==> src/rtl/fsmd_pkg.sv <==
// Shared definitions for the FSMD operand loader.
// Contents: loader state type, operand count, default operand width, slot index width.
// Config macro: FSMD_LOADER_CHECKSUM_EN adds the StChk state to the state type.
package fsmd_pkg;

  localparam int unsigned N_OPERANDS     = 5;
  localparam int unsigned DEFAULT_DATA_W = 4;
  localparam int unsigned IDX_W          = $clog2(N_OPERANDS);

`ifdef FSMD_LOADER_CHECKSUM_EN
  typedef enum logic [1:0] {
    StLoad  = 2'd0,
    StChk   = 2'd1,
    StIssue = 2'd2,
    StWait  = 2'd3
  } state_e;
`else
  typedef enum logic [1:0] {
    StLoad  = 2'd0,
    StIssue = 2'd2,
    StWait  = 2'd3
  } state_e;
`endif

endpackage

==> src/rtl/fsmd_done_timer.sv <==
// Done/timeout counter for the operand loader.
// Counts enabled cycles from 0 and flags the cycle on which the count equals DONE_TIMEOUT-1.
// Ports:
//   clock   - rising-edge clock
//   reset   - synchronous active-high reset
//   clear   - synchronous clear of the count
//   enable  - count this cycle
//   expired - enable is high and the count has reached DONE_TIMEOUT-1
module fsmd_done_timer #(
  parameter int unsigned DONE_TIMEOUT = 100
) (
  input  logic clock,
  input  logic reset,
  input  logic clear,
  input  logic enable,
  output logic expired
);

  localparam int unsigned CntW = $clog2(DONE_TIMEOUT);
  localparam logic [CntW-1:0] LastCnt = CntW'(DONE_TIMEOUT - 1);

  logic [CntW-1:0] count_q;

  assign expired = enable && (count_q == LastCnt);

  always_ff @(posedge clock) begin
    if (reset || clear) begin
      count_q <= '0;
    end else if (enable && !expired) begin
      count_q <= count_q + 1'b1;
    end
  end

endmodule

==> src/rtl/fsmd_operand_loader.sv <==
// Serial operand loader feeding a downstream FSMD.
// Collects five beats into shadow slots, presents them on a..e with a one-cycle start pulse,
// then waits for done (or a timeout, which pulses err) before accepting the next set.
// Config macro: FSMD_LOADER_CHECKSUM_EN adds a sixth checksum beat (XOR of the five operands);
// a mismatch pulses err and discards the set.
// Ports:
//   clock, reset       - clock and synchronous active-high reset
//   in_data, in_valid  - serial operand beat and its valid
//   in_ready           - beat accepted when in_valid && in_ready
//   a, b, c, d, e      - operand set for the downstream FSMD
//   start              - one-cycle pulse: operand set valid
//   done               - downstream FSMD finished with the current set
//   busy               - operand set in flight
//   err                - one-cycle error pulse (timeout or checksum mismatch)
module fsmd_operand_loader
  import fsmd_pkg::*;
#(
  parameter int unsigned DATA_W       = DEFAULT_DATA_W,
  parameter int unsigned DONE_TIMEOUT = 100
) (
  input  logic              clock,
  input  logic              reset,
  input  logic [DATA_W-1:0] in_data,
  input  logic              in_valid,
  output logic              in_ready,
  output logic [DATA_W-1:0] a,
  output logic [DATA_W-1:0] b,
  output logic [DATA_W-1:0] c,
  output logic [DATA_W-1:0] d,
  output logic [DATA_W-1:0] e,
  output logic              start,
  input  logic              done,
  output logic              busy,
  output logic              err
);

  localparam logic [IDX_W-1:0] LastIdx = IDX_W'(N_OPERANDS - 1);

  state_e            state_q, state_d;
  logic [IDX_W-1:0]  idx_q, idx_d;
  logic [DATA_W-1:0] shadow_q [N_OPERANDS];
  logic [DATA_W-1:0] merged   [N_OPERANDS];
  logic [DATA_W-1:0] ops_q    [N_OPERANDS];
  logic              shadow_wr;
  logic              load_ops;
  logic              err_d;
  logic              in_wait;
  logic              expired;

`ifdef FSMD_LOADER_CHECKSUM_EN
  logic [DATA_W-1:0] csum;

  always_comb begin
    csum = '0;
    for (int i = 0; i < N_OPERANDS; i++) begin
      csum = csum ^ shadow_q[i];
    end
  end
`endif

  // Shadow slots with the beat accepted this cycle already merged in, so the
  // final beat can be forwarded straight to a..e on the edge that enters ISSUE.
  always_comb begin
    for (int i = 0; i < N_OPERANDS; i++) begin
      merged[i] = shadow_q[i];
      if (shadow_wr && (idx_q == IDX_W'(i))) begin
        merged[i] = in_data;
      end
    end
  end

  always_comb begin
    state_d   = state_q;
    idx_d     = idx_q;
    in_ready  = 1'b0;
    start     = 1'b0;
    busy      = 1'b0;
    shadow_wr = 1'b0;
    load_ops  = 1'b0;
    err_d     = 1'b0;
    unique case (state_q)
      StLoad: begin
        in_ready = !reset;
        if (in_valid && in_ready) begin
          shadow_wr = 1'b1;
          if (idx_q == LastIdx) begin
            idx_d = '0;
`ifdef FSMD_LOADER_CHECKSUM_EN
            state_d = StChk;
`else
            state_d  = StIssue;
            load_ops = 1'b1;
`endif
          end else begin
            idx_d = idx_q + 1'b1;
          end
        end
      end
`ifdef FSMD_LOADER_CHECKSUM_EN
      StChk: begin
        in_ready = !reset;
        if (in_valid && in_ready) begin
          if (in_data == csum) begin
            state_d  = StIssue;
            load_ops = 1'b1;
          end else begin
            state_d = StLoad;
            err_d   = 1'b1;
          end
        end
      end
`endif
      StIssue: begin
        start   = 1'b1;
        busy    = 1'b1;
        state_d = StWait;
      end
      StWait: begin
        busy = 1'b1;
        // done has priority over a coincident timeout
        if (done) begin
          state_d = StLoad;
        end else if (expired) begin
          state_d = StLoad;
          err_d   = 1'b1;
        end
      end
      default: begin
        state_d = StLoad;
        idx_d   = '0;
      end
    endcase
  end

  always_ff @(posedge clock) begin
    if (reset) begin
      state_q <= StLoad;
    end else begin
      state_q <= state_d;
    end
  end

  always_ff @(posedge clock) begin
    if (reset) begin
      idx_q <= '0;
      err   <= 1'b0;
      for (int i = 0; i < N_OPERANDS; i++) begin
        shadow_q[i] <= '0;
        ops_q[i]    <= '0;
      end
    end else begin
      idx_q <= idx_d;
      err   <= err_d;
      for (int i = 0; i < N_OPERANDS; i++) begin
        shadow_q[i] <= merged[i];
        if (load_ops) begin
          ops_q[i] <= merged[i];
        end
      end
    end
  end

  assign in_wait = (state_q == StWait);

  fsmd_done_timer #(
    .DONE_TIMEOUT(DONE_TIMEOUT)
  ) u_done_timer (
    .clock  (clock),
    .reset  (reset),
    .clear  (!in_wait),
    .enable (in_wait),
    .expired(expired)
  );

  assign a = ops_q[0];
  assign b = ops_q[1];
  assign c = ops_q[2];
  assign d = ops_q[3];
  assign e = ops_q[4];

endmodule

==> config.mk <==
export PLATFORM = sky130hd
export DESIGN_NAME = fsmd_operand_loader
export DESIGN_NICKNAME = d
export VERILOG_FILES = /design/src/rtl/fsmd_pkg.sv /design/src/rtl/fsmd_done_timer.sv /design/src/rtl/fsmd_operand_loader.sv
export SDC_FILE = /design/constraint.sdc
export NUM_CORES = 1
export LEC_CHECK = 0
export CORE_ASPECT_RATIO = 0.75
export CORE_MARGIN = 10
export CORE_UTILIZATION = 52
export CTS_BUF_LIST = sky130_fd_sc_hd__clkbuf_8 sky130_fd_sc_hd__clkbuf_16
export CTS_CLUSTER_SIZE = 12
export DETAILED_ROUTE_END_ITERATION = 10
export PLACE_DENSITY = 0.8
export SYNTH_ARGS = -nofsm -noshare
export SYNTH_HDL_FRONTEND = slang
export SYNTH_SLANG_ARGS = --single-unit
==> constraint.sdc <==
create_clock -name clock -period 1.95 [get_ports clock]
set_input_delay 0.2925 -clock clock [delete_from_list [all_inputs] [get_ports clock]]
set_output_delay 0.2925 -clock clock [all_outputs]
set_load 0.01 [all_outputs]
== Word-level counts from Yosys, hierarchy flattened ==
Memories as Yosys holds them, arrays and structs flattened.
Index checks and enable logic that the tools add are counted.

* Reduce and logical (&&, ||, !) cells: 18
* Bitwise gates (word level): 12
* Muxes and demuxes: 38
* Add/sub/neg operators: 2
* Equality and inequality tests: 10

{| class="wikitable"
|+ Operator list
! kind !! count
|-
| 4-bit two-way mux || 15
|-
| 1-bit two-way mux || 15
|-
| 1-bit OR || 10
|-
| 1-bit logical AND || 8
|-
| 2-bit two-way mux || 4
|-
| 7-bit by 1-bit adder with 7-bit output (second input constant) || 1
|-
| 7-bit equality test (second input constant) || 1
|-
| 3-bit by 2-bit equality test with 1-bit output (second input constant) || 2
|-
| 3-bit two-way mux || 2
|-
| 2-bit one-hot mux with 3 select lines || 1
|-
| 3-bit one-hot mux with 2 select lines || 1
|-
| 2-bit equality test (second input constant) || 2
|-
| 2-bit != test (second input constant) || 2
|-
| 3-bit by 1-bit adder with 3-bit output (second input constant) || 1
|-
| 3-bit by 1-bit equality test with 1-bit output (second input constant) || 1
|-
| 3-bit equality test (second input constant) || 1
|-
| 1-bit zero test || 3
|-
| 3-bit zero test || 1
|-
| 3-bit by 2-bit != test with 1-bit output (second input constant) || 1
|-
| 3-bit AND reduction || 1
|-
| 3-bit OR reduction || 1
|-
| 2-bit zero test || 1
|-
| 1-bit NOT || 2
|-
| 2-bit AND reduction || 1
|-
| 2 further kinds || 2
|}

* Output and inout bits: 24
* Word-level logic and storage cells: 86
* Input port bits: 8
* Register bits after elaboration: 13
* Memories: 2
* Memory bits (writable): 40

{| class="wikitable"
|+ Memories
! name !! words !! bits a word !! read ports !! clocked after Yosys merged registers in !! write ports !! line !! RTL
|-
| ops_q || 5 || 4 || 5 || 0 || 5 || fsmd_operand_loader.sv:43 || <nowiki>logic [DATA_W-1:0] ops_q [N_OPERANDS];</nowiki>
|-
| shadow_q || 5 || 4 || 5 || 0 || 5 || fsmd_operand_loader.sv:41 || <nowiki>logic [DATA_W-1:0] shadow_q [N_OPERANDS];</nowiki>
|}

== Depth between registers and ports, before layout ==
* Depth in word-level cells: 8
* Mapped depth: 7
* Depth with buffers taken out: 5

== By module ==
Synthesis repeated with hierarchy kept, for this count alone.

* Cell total of the unflattened synthesis: 214
* Area, all modules: 2,178.3 µm²

{| class="wikitable"
|+ By module, submodules not included
! module !! seq. area each (µm²) !! cells each !! instances !! area each (µm²)
|-
| fsmd_operand_loader || 1,041.0 || 174 || 1 || 1,824.2
|-
| fsmd_done_timer || 140.1 || 40 || 1 || 354.1
|}

== Least setup slack after synthesis ==
OpenSTA, ideal clock, no wires.

* Path type: reg2reg
* Start point: register idx_q[0]
* End point: memory ops_q[0][0] (netlist bit), enable pin
* Cell stages (with the launch flop): 6
* Period minus slack after synthesis: 1.611 ns
* Path slack: 0.339 ns
* Arrival time: 1.236 ns
* Path through: dfxtp_1 -> inv_1 -> ha_1 -> and4b_1 -> a21oi_1 -> inv_1

{| class="wikitable"
|+ RTL lines
! element !! line !! RTL
|-
| from (decl) || fsmd_operand_loader.sv:40 || <nowiki>logic [IDX_W-1:0] idx_q, idx_d;</nowiki>
|-
| from (signal assigned) || fsmd_operand_loader.sv:152 || <nowiki>idx_q <= idx_d;</nowiki>
|-
| to (decl) || fsmd_operand_loader.sv:43 ||
|}

== Final worst setup path ==
* Start point: register state_q[1]
* End point: output port start

* Word-level cells in the longest chain between the ends: 2

{| class="wikitable"
|+ Ends and longest elaborated chain
! element !! line !! RTL
|-
| from (decl) || fsmd_operand_loader.sv:39 || <nowiki>state_e state_q, state_d;</nowiki>
|-
| from (signal assigned) || fsmd_operand_loader.sv:137 || <nowiki>state_q <= StLoad;</nowiki>
|-
| from (signal assigned) || fsmd_operand_loader.sv:139 || <nowiki>state_q <= state_d;</nowiki>
|-
| 2-bit equality test || fsmd_operand_loader.sv:81 || <nowiki>unique case (state_q)</nowiki>
|-
| 1-bit two-way mux || fsmd_operand_loader.sv:81 ||
|-
| to (decl) || fsmd_operand_loader.sv:31 || <nowiki>output logic start,</nowiki>
|}

No other way between the ends.

==> flow_summary.toml <==
[status]
outcome = "finished, final reports clean"

[setup_path]
critPathArrivalTime_ns = 1.51
cp-start-kind = "register"
r2r-end = "idx_q[0]$_SDFFE_PP0P_"
critical_path.endpoint_type = "primary output"
crit_type = "register to primary output"
reg2reg_slack_ns = 0.34
reg2reg_depth = 4
max_stage_delay_ns = 0.54
required_ns = 1.66
crit_start = "state_q[1]$_SDFFE_PP0P_"
path_depth = 3
r2r-start = "state_q[0]$_SDFFE_PP0P_"
cpMaxStageDelayCell = "clkdlybuf4s50_1"
crit_path_cell_trace = "buf_4 -> and2b_1 -> clkdlybuf4s50_1"
crit_family = "buffers and inverters"
critical_path.max_fanout = 10
path_buf_inv = 2

[synth]
async_reset_ff_frac = 0
ys.flop_type = "dfxtp_1"
synthMuxAreaShare = 0.00487
synth-adder-area-share = 0.0365
synth-xor-area-share = 0.00852
yosys_warnings = 0
ys_seq_elements = 49
synth_top_family_by_area = "simple AND/OR/NAND/NOR gates"
yosysSeqAreaShare = 0.575
synthSimpleGateAreaFrac = 0.182
syn-cell-area_sq_um = 2060
synth_edf_count = 20
syn_area_per_cell_sq_um = 10.3
yosysTopAreaCell = "edfxtp_1"
synth-compound-area-share = 0.157
synth_area_leaders = "edfxtp_1 29%, dfxtp_1 28%, a21oi_1 7.1%"
syn-num-nets = 213
synthTopCellsByCount = "29 x a21oi_1, 29 x dfxtp_1, 20 x edfxtp_1, 20 x o21ai_0"
synth.distinct_cells = 37
syn_inst = 199
synth_top_area_frac = 0.292

[timing]
hold_viol_final = 0
fin_ws_ns = 0.152
period_share = 0.922
clock.fmax_mhz = 556
fin_skew_ns = 0.0145
setup-violations-final = 0
finalMaxSlewViolations = 0
tightest_slew_ns = 0.303
timing.slew.headroom = 0.797
whs_ns = 0.486
fin_crit_ns = 1.80
rsz0062_at_grt = "false"

[pwr]
power_frac_seq = 0.595
combPwrFrac = 0.085
p_per_area_nw_per_um2 = 718
power_mw = 1.85
power_leakage_nw = 0.928
max-vdd-ir-drop_mv = 0.628
p_int_mw = 1.41
p_switching_uw = 440
clkPwrFrac = 0.320
p_sw_frac = 0.238

[clocking]
path_clk_slew_ns = 0.10
cts_buffers = 5
cts_setup_buffers = 0
cts-htree-levels = 2
cts_sinks = 49
cts_buffer_depth = 2
cts-root-buf = "clkbuf_8"
holdBufCountCts = 0
clock_latency_ns = 0.32
cts_tree = "done"

[placement]
placedCellCount = 282
hpwl_um = 3330
io_buffers = 31
place.gp.congestion = 0.836
post-place-ws_ns = -0.0569

[hold_path]
hold_end = "u_done_timer.count_q[6]$_SDFFE_PP0P_"
hp-start = "u_done_timer.count_q[6]$_SDFFE_PP0P_"
hold_class = "register to register"
hold_depth = 2

[routing]
dr.first_iter.drc_count = 114
drc_errors = 0
routed_wl_um = 4520
vias = 1632
wl_per_cell_um = 15.6
viasPerCell = 5.63
antenna_left = 0
first_pass_iters = 4

[die]
die_area_sq_um = 6890
fp-row-count = 19
core-area_sq_um = 3730
pin_count = 32
fp.dieW_um = 92.6
initial_core_util = 0.551
die_height_um = 74.5

[run]
maxCapViolCount = 0

[global_routing]
grt_start_max_net_pins = 21
antenna_found_initial = 0
overflow = 0
grt_pass1_wl_um = 7640
grt_usage = 0.138
grt_pass1_vias = 1524

[cells_and_area]
finalNonFillerCells = 290
post-route-util = 0.689
area_growth_pct = 25.0
fin_nets = 251
nFillCells = 307
n_antenna_cell = 0
drive_above_1_share = 0.0882
==> state kept, by name, indices dropped and copies added, names as in the netlist <==
| register | cells |
|---|---|
| ops_q | 20 |
| shadow_q | 16 |
| u_done_timer.count_q | 7 |
| idx_q | 3 |
| state_q | 2 |
| err | 1 |
==> metrics by stage <==
step | instance area (sq um) | setup TNS [ns]
detailed placement | 2480 | -0.0569
global placement | 2480 | -0.0265
floorplan | 2060 | 0
global route | 2570 | 0
CTS | 2570 | 0
finish | 2570 | 0
==> per-layer routing <==
layer,global-route usage,routed length [um]
met5,0,0
met3,0.0563,316
met2,0.218,2170
met1,0.170,1980
met4,0.0444,48
==> kinds of logic (layout without fill, tap and decap cells) <==
group | Yosys count | in the layout
buf+inv | 17 | 56
mux | 1 | 1
simple gates | 65 | 65
compound gates | 59 | 59
fa+ha+maj | 6 | 6
xor+xnor | 2 | 2
flops | 49 | 49
==> layout by cell type, fill, tap and decap left out, drive strengths merged <==
master          n
and3b           4
clkbuf          5
nand4b          1
a2111o          1
or3             3
clkdlybuf4s50  30
nand4           4
and4b           1
dfxtp          29
inv             7
nand2          13
o211ai          4
nor4            1
nor3b           1
clkinvlp        2
and2            1
dlygate4sd2     1
nand3          13
and3            8
edfxtp         20
xor2            2
clkinv          1
o21ai          21
ha              6
mux2i           1
or2             2
o311ai          1
nand2b          1
a21oi          29
o32ai           1
nand3b          5
buf            10
o22ai           1
o31ai           1
nor2            5
nor3            1
and2b           1
==> worst max path at each step <==
| stage | to | slack (ns) |
|---|---|---|
| floorplan | ops_q[0][0]$_SDFFCE_PN0P_ | 0.34 |
| global placement | in_ready | -0.03 |
| detailed placement | in_ready | -0.06 |
| CTS | start | 0.14 |
| global route | start | 0.05 |
| finish | start | 0.15 |
==> area by class of cell <==
cell class / count / area (sq um) / share of cell area
multi-input combinational: 133 / 800 / 0.311
timing repair buffer: 41 / 409 / 0.159
clock buffer: 5 / 68.8 / 0.0268
tap: 52 / 65.1 / 0.0253
inverter: 7 / 26.3 / 0.0102
sequential: 49 / 1180 / 0.460
clock inverter: 3 / 18.8 / 0.00730
==> tightest hold or removal path, delay by kind of cell (launching register included) <==
| family | cells | cell delay, ns |
|---|---|---|
| flops | 1 | 0.32 |
| compound gates | 2 | 0.13 |
==> power groups by stage <==
stage	sequential [mW]	clock [mW]	combinational (mW)
floorplan	1.13	0	0.0672
global placement	1.12	0	0.153
detailed placement	1.12	0	0.157
CTS	1.10	0.594	0.157
global route	1.10	0.643	0.171
finish	1.10	0.591	0.156
==> repair_timing <==
| action | 4_1_cts | 5_1_grt |
|---|---|---|
| hold endpoints to repair | 0 | 0 |
| gates resized for setup | 2 | 0 |
| endpoints found under the setup margin | 1 | 0 |
Note: power is estimated with default switching activity, not from simulation.
